$ cat config.mk
export PLATFORM = sky130hd
export DESIGN_NAME = video_boxcar_filter_flat
export DESIGN_NICKNAME = d
export VERILOG_FILES = /design/src/rtl/video_boxcar_filter_if.sv /design/src/rtl/video_boxcar_filter.sv /design/src/flat_wrapper.sv
export SDC_FILE = /design/constraint.sdc
export NUM_CORES = 1
export LEC_CHECK = 0
export BUFFER_PORTS_ARGS = -buffer_cell sky130_fd_sc_hd__buf_2
export CAP_MARGIN = 0
export CORE_ASPECT_RATIO = 0.9
export CORE_MARGIN = 5
export CORE_UTILIZATION = 60
export CTS_CLUSTER_SIZE = 40
export DETAILED_ROUTE_END_ITERATION = 16
export PLACE_DENSITY_LB_ADDON = 0.1
export SLEW_MARGIN = 40
export SYNTH_ARGS = -nofsm -noshare
export SYNTH_HDL_FRONTEND = slang
export SYNTH_SLANG_ARGS = --single-unit
$ cat constraint.sdc
create_clock -name CK_i -period 8.25 [get_ports CK_i]
set_input_delay 2.475 -clock CK_i [delete_from_list [all_inputs] [get_ports CK_i]]
set_output_delay 2.475 -clock CK_i [all_outputs]
set_load 0.1 [all_outputs]
$ cat src/rtl/video_boxcar_filter_if.sv
// Sample/output bundle for video_boxcar_filter.
// master drives samples and controls; slave is the filter.
interface video_boxcar_filter_if #(
  parameter int C_DAT_W = 9
);
  logic               CK_EE_i;
  logic [C_DAT_W-1:0] DAT_i;
  logic [2:0]         TAPS_LOG2_i;
  logic               BYPASS_i;
  logic [C_DAT_W-1:0] QQ_o;
  logic               QQ_VLD_o;

  modport master (
    output CK_EE_i, DAT_i, TAPS_LOG2_i, BYPASS_i,
    input  QQ_o, QQ_VLD_o
  );

  modport slave (
    input  CK_EE_i, DAT_i, TAPS_LOG2_i, BYPASS_i,
    output QQ_o, QQ_VLD_o
  );
endinterface

$ cat src/rtl/video_boxcar_filter.sv
// Running-sum boxcar averager for the composite video sample stream.
// Define VIDEO_BOXCAR_FILTER_ROUND_EN for round-half-up output.
module video_boxcar_filter #(
  parameter int C_DAT_W    = 9,
  parameter int C_MAX_LOG2 = 3
) (
  input logic CK_i,
  input logic XAR_i,
  video_boxcar_filter_if.slave bus
);
  localparam int DEPTH = 1 << C_MAX_LOG2;
  localparam int SUM_W = C_DAT_W + C_MAX_LOG2;
  localparam int CNT_W = C_MAX_LOG2 + 1;
  localparam int IDX_W = C_MAX_LOG2;
  localparam logic [2:0] K_MAX = 3'(C_MAX_LOG2);

  typedef enum logic {
    S_FILL,
    S_RUN
  } state_e;

  state_e             state_q, state_d;
  logic [2:0]         k_q, k_d;
  logic               k_vld_q, k_vld_d;
  logic [SUM_W-1:0]   sum_q, sum_d;
  logic [CNT_W-1:0]   cnt_q, cnt_d;
  logic [C_DAT_W-1:0] dly_q [DEPTH];
  logic [C_DAT_W-1:0] dly_d [DEPTH];
  logic [C_DAT_W-1:0] qq_q, qq_d;
  logic               qq_vld_q, qq_vld_d;

  logic [2:0]         k_clamp;
  logic [2:0]         k_eff;
  logic               tap_chg;
  logic [CNT_W-1:0]   taps;
  logic [C_DAT_W-1:0] old;

`ifdef VIDEO_BOXCAR_FILTER_ROUND_EN
  localparam int RND_W = SUM_W + 1;
  localparam logic [RND_W-1:0] QQ_MAX =
    RND_W'((1 << C_DAT_W) - 1);
  logic [RND_W-1:0] rnd_inc;
  logic [RND_W-1:0] rnd_sum;
  logic [RND_W-1:0] rnd_sh;
`endif

  always_comb begin
    k_clamp = (bus.TAPS_LOG2_i > K_MAX) ?
              K_MAX : bus.TAPS_LOG2_i;
    // K is taken straight from the pins on the first edge after reset
    k_eff   = k_vld_q ? k_q : k_clamp;
    tap_chg = k_vld_q && (k_clamp != k_q);
    taps    = CNT_W'(1) << k_eff;
    old     = dly_q[IDX_W'(taps - CNT_W'(1))];

    state_d  = state_q;
    k_d      = k_eff;
    k_vld_d  = 1'b1;
    sum_d    = sum_q;
    cnt_d    = cnt_q;
    dly_d    = dly_q;
    qq_d     = qq_q;
    qq_vld_d = qq_vld_q;
`ifdef VIDEO_BOXCAR_FILTER_ROUND_EN
    rnd_inc  = '0;
    rnd_sum  = '0;
    rnd_sh   = '0;
`endif

    if (tap_chg) begin
      k_d      = k_clamp;
      sum_d    = '0;
      cnt_d    = '0;
      dly_d    = '{default: '0};
      state_d  = S_FILL;
      qq_vld_d = 1'b0;
    end else if (bus.CK_EE_i) begin
      for (int i = DEPTH - 1; i > 0; i--) begin
        dly_d[i] = dly_q[i-1];
      end
      dly_d[0] = bus.DAT_i;

      unique case (state_q)
        S_FILL: begin
          sum_d = sum_q + SUM_W'(bus.DAT_i);
          cnt_d = cnt_q + CNT_W'(1);
          if (cnt_d == taps) begin
            state_d = S_RUN;
          end
        end
        S_RUN: begin
          sum_d = sum_q + SUM_W'(bus.DAT_i)
                - SUM_W'(old);
        end
        default: state_d = S_FILL;
      endcase

      if (bus.BYPASS_i) begin
        qq_d     = bus.DAT_i;
        qq_vld_d = 1'b1;
      end else begin
`ifdef VIDEO_BOXCAR_FILTER_ROUND_EN
        rnd_inc = (k_eff == 3'd0) ? '0 :
                  (RND_W'(1) << (k_eff - 3'd1));
        rnd_sum = RND_W'(sum_d) + rnd_inc;
        rnd_sh  = rnd_sum >> k_eff;
        qq_d    = (rnd_sh > QQ_MAX) ?
                  C_DAT_W'(QQ_MAX) : C_DAT_W'(rnd_sh);
`else
        qq_d    = C_DAT_W'(sum_d >> k_eff);
`endif
        qq_vld_d = (state_d == S_RUN);
      end
    end
  end

  always_ff @(posedge CK_i or negedge XAR_i) begin
    if (!XAR_i) begin
      state_q  <= S_FILL;
      k_q      <= '0;
      k_vld_q  <= 1'b0;
      sum_q    <= '0;
      cnt_q    <= '0;
      dly_q    <= '{default: '0};
      qq_q     <= '0;
      qq_vld_q <= 1'b0;
    end else begin
      state_q  <= state_d;
      k_q      <= k_d;
      k_vld_q  <= k_vld_d;
      sum_q    <= sum_d;
      cnt_q    <= cnt_d;
      dly_q    <= dly_d;
      qq_q     <= qq_d;
      qq_vld_q <= qq_vld_d;
    end
  end

  assign bus.QQ_o     = qq_q;
  assign bus.QQ_VLD_o = qq_vld_q;
endmodule

$ cat src/flat_wrapper.sv
// flat-port wrapper written by rule: the top's interface ports become plain ports
module video_boxcar_filter_flat 
#(
  parameter int C_DAT_W    = 9,
  parameter int C_MAX_LOG2 = 3
)
  (CK_i, XAR_i, bus_CK_EE_i, bus_DAT_i, bus_TAPS_LOG2_i, bus_BYPASS_i, bus_QQ_o, bus_QQ_VLD_o);
  video_boxcar_filter_if #(.C_DAT_W(C_DAT_W)) bus_i ();
  input logic CK_i;
  input logic XAR_i;
  input wire logic [$bits(bus_i.CK_EE_i)-1:0] bus_CK_EE_i;
  input wire logic [$bits(bus_i.DAT_i)-1:0] bus_DAT_i;
  input wire logic [$bits(bus_i.TAPS_LOG2_i)-1:0] bus_TAPS_LOG2_i;
  input wire logic [$bits(bus_i.BYPASS_i)-1:0] bus_BYPASS_i;
  output wire logic [$bits(bus_i.QQ_o)-1:0] bus_QQ_o;
  output wire logic [$bits(bus_i.QQ_VLD_o)-1:0] bus_QQ_VLD_o;
  assign bus_i.CK_EE_i = bus_CK_EE_i;
  assign bus_i.DAT_i = bus_DAT_i;
  assign bus_i.TAPS_LOG2_i = bus_TAPS_LOG2_i;
  assign bus_i.BYPASS_i = bus_BYPASS_i;
  assign bus_QQ_o = bus_i.QQ_o;
  assign bus_QQ_VLD_o = bus_i.QQ_VLD_o;
  video_boxcar_filter #(.C_DAT_W(C_DAT_W), .C_MAX_LOG2(C_MAX_LOG2)) u_core (.CK_i(CK_i), .XAR_i(XAR_i), .bus(bus_i));
endmodule
# Word-level counts from Yosys, hierarchy flattened

Cells that the tools add are included.

Logic and storage cells: 57
Input port bits: 16
Bits in registers: 103
Output and inout port bits: 10

Reductions and logical operators: 4
Magnitude comparators: 2
Multiplexer cells: 24
Bitwise logic cells: 3
Shifts and indexed selects: 2
Eq/ne operators: 3
Add/subtract/negate cells: 4

Operator list:

| kind                                                           | count |
|---|---|
| 2-to-1 mux 72 bit                                              | 2 |
| 2-to-1 mux 12 bit                                              | 4 |
| binary-select mux 9 bit (select 3 bit)                         | 1 |
| 2-to-1 mux 9 bit                                               | 3 |
| one-hot mux 12 bit (2 select lines)                            | 1 |
| adder 12 x 9 -> 12 bit                                         | 1 |
| 2-to-1 mux 4 bit                                               | 3 |
| right shift 12 x 3 -> 9 bit                                    | 1 |
| subtractor 12 x 9 -> 12 bit                                    | 1 |
| 2-to-1 mux 3 bit                                               | 3 |
| 2-to-1 mux 1 bit                                               | 7 |
| adder 4 x 1 -> 4 bit (second input constant)                   | 1 |
| == test 4 bit                                                  | 1 |
| greater-or-equal comparator 4 bit (second input constant)      | 1 |
| inverter 3 -> 4 bit                                            | 1 |
| AND reduction 2 bit                                            | 2 |
| left shift 1 x 3 -> 4 bit (first input constant)               | 1 |
| greater-than comparator 3 x 2 -> 1 bit (second input constant) | 1 |
| != test 3 bit                                                  | 1 |
| subtractor 3 x 1 -> 3 bit (second input constant)              | 1 |
| != test 2 bit (second input constant)                          | 1 |
| inverter 1 bit                                                 | 2 |
| nonzero test 2 bit                                             | 1 |
| logical AND 1 bit                                              | 1 |

# Logic depth before layout (Yosys ltp)

Depth in word-level cells: 15
Depth in mapped cells: 24
Mapped depth without buffers: 20

# Worst setup path after synthesis

Ideal clock, no wire load.

Path kind: in2reg
From: in bus_TAPS_LOG2_i[0]
To: reg u_core.qq_q[7], in the netlist u_core.bus.QQ_o[7]
Path slack: 0.676 ns
Data arrival time: 7.473 ns
Stages on the path: 24
Path buffers: 4
Library setup time: 0.101 ns
Required time: 8.149 ns
Cells stage by stage: or2_0 > buf_2 > mux2i_4 > nand2_4 > nor2_4 > inv_2 > buf_4 > ha_1 > clkbuf_1 > clkbuf_1 > mux4_2 > mux2_2 > ha_1 > inv_1 > fa_1 > a211oi_2 > o211ai_2 > a311oi_4 > nor2_1 > a311o_1 > nor2_2 > xnor2_1 > nor3_2 > o311ai_2

Word-level cells in the longest chain between the ends: 15
Elaborated cells between the ends (all ways): 19
Those cells by class: 2 x add/sub; 1 x order compare; 1 x eq/ne; 2 x shift; 9 x mux; 2 x bitwise; 2 x reduce/logical

Ends and longest elaborated chain:

| element                                             | line                       | text |
|---|---|---|
| start: declaration                                  | flat_wrapper.sv:13         | `input wire logic [$bits(bus_i.TAPS_LOG2_i)-1:0] bus_TAPS_LOG2_i;` |
| greater-than comparator 3 x 2 -> 1 bit              | video_boxcar_filter.sv:48  | `k_clamp = (bus.TAPS_LOG2_i > K_MAX) ?` |
| 2-to-1 mux 3 bit *                                  | video_boxcar_filter.sv:48  |  |
| 2-to-1 mux 3 bit                                    | video_boxcar_filter.sv:51  | `k_eff = k_vld_q ? k_q : k_clamp;` |
| left shift 1 x 3 -> 4 bit                           | video_boxcar_filter.sv:53  | `taps = CNT_W'(1) << k_eff;` |
| subtractor 3 x 1 -> 3 bit                           | video_boxcar_filter.sv:54  | `old = dly_q[IDX_W'(taps - CNT_W'(1))];` |
| inverter 3 -> 4 bit (implied by the code)           | video_boxcar_filter.sv:54  |  |
| binary-select mux 9 bit (select 3 bit)              | video_boxcar_filter.sv:54  |  |
| 2-to-1 mux 9 bit (implied by the code) (2 in a row) | video_boxcar_filter.sv:54  |  |
| subtractor 12 x 9 -> 12 bit                         | video_boxcar_filter.sv:93  | `- SUM_W'(old);` |
| one-hot mux 12 bit (2 select lines)                 | video_boxcar_filter.sv:83  | `unique case (state_q)` |
| 2-to-1 mux 12 bit                                   | video_boxcar_filter.sv:77  | `end else if (bus.CK_EE_i) begin` |
| 2-to-1 mux 12 bit                                   | video_boxcar_filter.sv:70  | `if (tap_chg) begin` |
| right shift 12 x 3 -> 9 bit                         | video_boxcar_filter.sv:110 | `qq_d = C_DAT_W'(sum_d >> k_eff);` |
| 2-to-1 mux 9 bit                                    | video_boxcar_filter.sv:98  | `if (bus.BYPASS_i) begin` |
| end signal: assignment                              | video_boxcar_filter.sv:134 | `qq_q <= qq_d;` |
| end: declaration                                    | video_boxcar_filter.sv:29  | `logic [C_DAT_W-1:0] qq_q, qq_d;` |

Mark *: on every way between the ends. The rest lies on a longest branch, timed or not. The select of a mux whose other input is x is not followed.
A chain may end at the register's enable or synchronous reset.

# Final worst setup path

From: in bus_TAPS_LOG2_i[0]
To: reg u_core.qq_q[8], in the netlist u_core.bus.QQ_o[8]

The elaborated chain is that of the path after synthesis.

==> impl_metrics.json <==
{
  "cts_made_buffers": 9,
  "synth.largest_area_cell": "dfrtp_1",
  "rsz0062_at_grt": "false",
  "critPathBufInv": 4,
  "grtUsageMet2": 0.344,
  "start_kind": "input port",
  "wl_per_cell_um": 17.4,
  "dieHeight_um": 107,
  "tns_ps": 0,
  "synth-edff-count": 0,
  "cts_setup_buffers": 0,
  "wl_um": 12900,
  "grt_pass1_vias": 4366,
  "syn_nets": 641,
  "ant_nets": 0,
  "io-pin-count": 26,
  "finish.utilization": 0.657,
  "synth_compound_area_frac": 0.0958,
  "slowest_stage": "mux4_2",
  "cp_max_fo": 18,
  "synthFlopType": "dfrtp_1",
  "grtUsageMet1": 0.310,
  "drt_iter0_drc": 276,
  "async_flop_share": 1.00,
  "synth.most_common_cell": "nor2_1",
  "powerDensity_nw_per_um2": 276,
  "end_kind": "register",
  "core_um2": 10200,
  "root_buffer": "clkbuf_16",
  "grt_busiest_layer": "met2",
  "rows": 35,
  "cts.clk_slew.worst_paths_ps": 70,
  "synthesis.area_um2": 6220,
  "synthDistinctLibCells": 63,
  "min_period_ps": 7210,
  "cpLargestDelayFamily": "simple AND/OR/NAND/NOR gates",
  "vias_per_cell": 6.03,
  "path_class": "in -> reg",
  "antennaDiodeCount": 0,
  "fmax_mhz": 139,
  "final_layout_size_suffix_gt1_frac": 0.135,
  "synth_top_area_frac": 0.414,
  "ir_worst_vdd_mv": 0.192,
  "grt_pass1_wl_um": 22200,
  "drv_slew": 0,
  "p_leak_uw": 0.00316,
  "grt_remaining_overflow": 0,
  "vias": 4485,
  "fin_skew_ps": 8.64,
  "syn_to_final_growth_pct": 7.77,
  "synth_xor_area_frac": 0.0364,
  "hold_viol": 0,
  "dp_hpwl_um": 9190,
  "r2r_slack_ps": 2940,
  "worstPathCellList": "buf_2 > or2_0 > mux2i_4 > buf_4 > nand2_4 > nor2_4 > inv_2 > ha_1 > buf_4 > mux4_2 > mux2i_1 > ha_1 > nor2b_1 > o2111ai_1 > nand3_1 > nand4_1 > and3_1 > xor2_1 > xnor2_1 > o311ai_1 > a22oi_1",
  "syn_inst": 602,
  "max_stage_delay_ps": 540,
  "hold_depth": 2,
  "cts_tree": "done",
  "r2r_cells": 19,
  "cts.sinks": 103,
  "grt.total_usage": 0.217,
  "layout.nets": 650,
  "drcViolationCount": 0,
  "whs_endpoint": "u_core.bus.QQ_o[0]",
  "grt_start_max_net_pins": 73,
  "synthTopCellsByArea": "dfrtp_1 (41%), mux2i_1 (15%), nor2_1 (7.1%), mux4_2 (5.8%), ha_1 (4.2%)",
  "arrival_ps": 7430,
  "place.gp.congestion": 0.837,
  "die_w_um": 117,
  "min_path_type": "reg -> reg",
  "synth_top_family_by_area": "multiplexers",
  "worstPathRequired_ps": 8470,
  "antenna_found_initial": 0,
  "synthTopCellsByCount": "nor2_1 (118), dfrtp_1 (103), mux2i_1 (94)",
  "ys_warn_count": 0,
  "r2r_end": "u_core.bus.QQ_o[8]",
  "met3_usage": 0.0417,
  "slew_headroom": 0.473,
  "worstMarginPinSlew_ps": 788,
  "clock_latency_ps": 350,
  "dr.pass1.iters": 5,
  "ys_seq_area_frac": 0.414,
  "yosys.area_share.simple": 0.138,
  "muxShareOfSynthArea": 0.233,
  "maxCapViolCount": 0,
  "holdBufCountCts": 0,
  "clock_path_buffers": 2,
  "ys_ff_latch": 103,
  "dieArea_um2": 12500,
  "outcome": "completed",
  "r2r_start": "u_core.k_vld_q",
  "period_share": 0.874,
  "portBuffers": 25,
  "htreeDepth": 3,
  "start_util": 0.609,
  "setup_viol": 0,
  "syn_avg_cell_area_um2": 10.3,
  "holdCritStartpoint": "u_core.bus.QQ_o[0]",
  "synthAdderAreaFrac": 0.0487,
  "cts_resized": 0
}
## through the flow
stage,power (µW),cells,setup WS (ps),hold slack [ps],cell area [µm²]
floorplan,1260,602,676,478,6220
global placement,1400,729,871,460,6410
detailed placement,1430,729,685,466,6410
CTS,1860,744,1020,480,6700
global route,1980,744,657,551,6700
finish,1850,744,1040,476,6700
## worst max-delay path by stage
stage,startpoint,to,slack (ps),cells past startpoint
after floorplan,bus_TAPS_LOG2_i[0],u_core.bus.QQ_o[7],680,24
after global placement,bus_TAPS_LOG2_i[0],u_core.bus.QQ_o[7],870,21
after detailed placement,bus_TAPS_LOG2_i[0],u_core.bus.QQ_o[7],680,21
after CTS,bus_TAPS_LOG2_i[0],u_core.bus.QQ_o[8],1020,21
after global routing,bus_TAPS_LOG2_i[0],u_core.bus.QQ_o[7],660,21
final,bus_TAPS_LOG2_i[0],u_core.bus.QQ_o[8],1040,21
## report_power, final
group	leakage (µW)	switching, µW	internal [µW]
clock	0.000143	184	242
combinational	0.00164	528	299
sequential	0.00138	46.1	553
total	0.00316	757	1090
## state kept, by name, summed over array words and instances, names as in the netlist
signal,cells
u_core.cnt_q,4
u_core.k_q,3
u_core.bus.QQ_o,9
u_core.bus.QQ_VLD_o,1
u_core.dly_q,72
u_core.sum_q,12
u_core.state_q,1
u_core.k_vld_q,1
## worst reg2reg max path: cells and delay by family, from the launching register on
kind                     cells  cell delay, ps
XOR/XNOR                     2             330
AND/OR/NAND/NOR              6            1080
buffers and inverters        3             800
AO/OA/AOI/OAI                3             690
multiplexers                 3            1070
adder cells (fa/ha/maj)      2             680
flip-flops                   1             530
## logic make-up after synthesis
| family | Yosys count |
|---|---|
| and+or+nand+nor | 198 |
| muxes | 118 |
| DFF | 103 |
| AOI/OAI and AO/OA | 86 |
| buffers and inverters | 47 |
| xor gates and xnor gates | 25 |
| adders and majority gates | 23 |
| other | 2 |
## cells in the final DEF, fill, tap and decap left out, types with 3 or more instances in the layout
| master | netlist | layout |
|---|---|---|
| clkbuf_16 | 0 | 9 |
| nand2_1 | 36 | 36 |
| dfrtp_1 | 103 | 103 |
| ha_1 | 21 | 21 |
| nand3_1 | 9 | 9 |
| xnor2_1 | 16 | 16 |
| xor2_1 | 8 | 8 |
| inv_1 | 10 | 10 |
| nor3_1 | 7 | 7 |
| and3_1 | 4 | 4 |
| a21oi_1 | 26 | 26 |
| mux2_2 | 4 | 4 |
| a211oi_1 | 7 | 7 |
| nand4_1 | 3 | 3 |
| nor2b_1 | 3 | 3 |
| buf_2 | 3 | 23 |
| mux4_1 | 3 | 3 |
| o21ai_0 | 21 | 21 |
| buf_4 | 4 | 8 |
| mux4_2 | 16 | 16 |
| mux2i_1 | 94 | 94 |
| a21o_1 | 3 | 3 |
| nand3b_1 | 3 | 3 |
| o211ai_1 | 5 | 5 |
| nor2_1 | 118 | 118 |
| or3_1 | 4 | 4 |
## layout make-up
type                       count  area, µm²
tap                          129        161
fill                         836       3500
timing repair buffer          32        186
inverter                      13       48.8
clock inverter                 3       43.8
clock buffer                  12        246
multi-input combinational    452       3440
sequential                   103       2580
## metal layers
layer	part of all wire	routed length [µm]
met2	0.46	6000
met3	0.044	567
met5	0	0
met1	0.48	6220
met4	0.010	133
(Power assumes the default switching activity.)
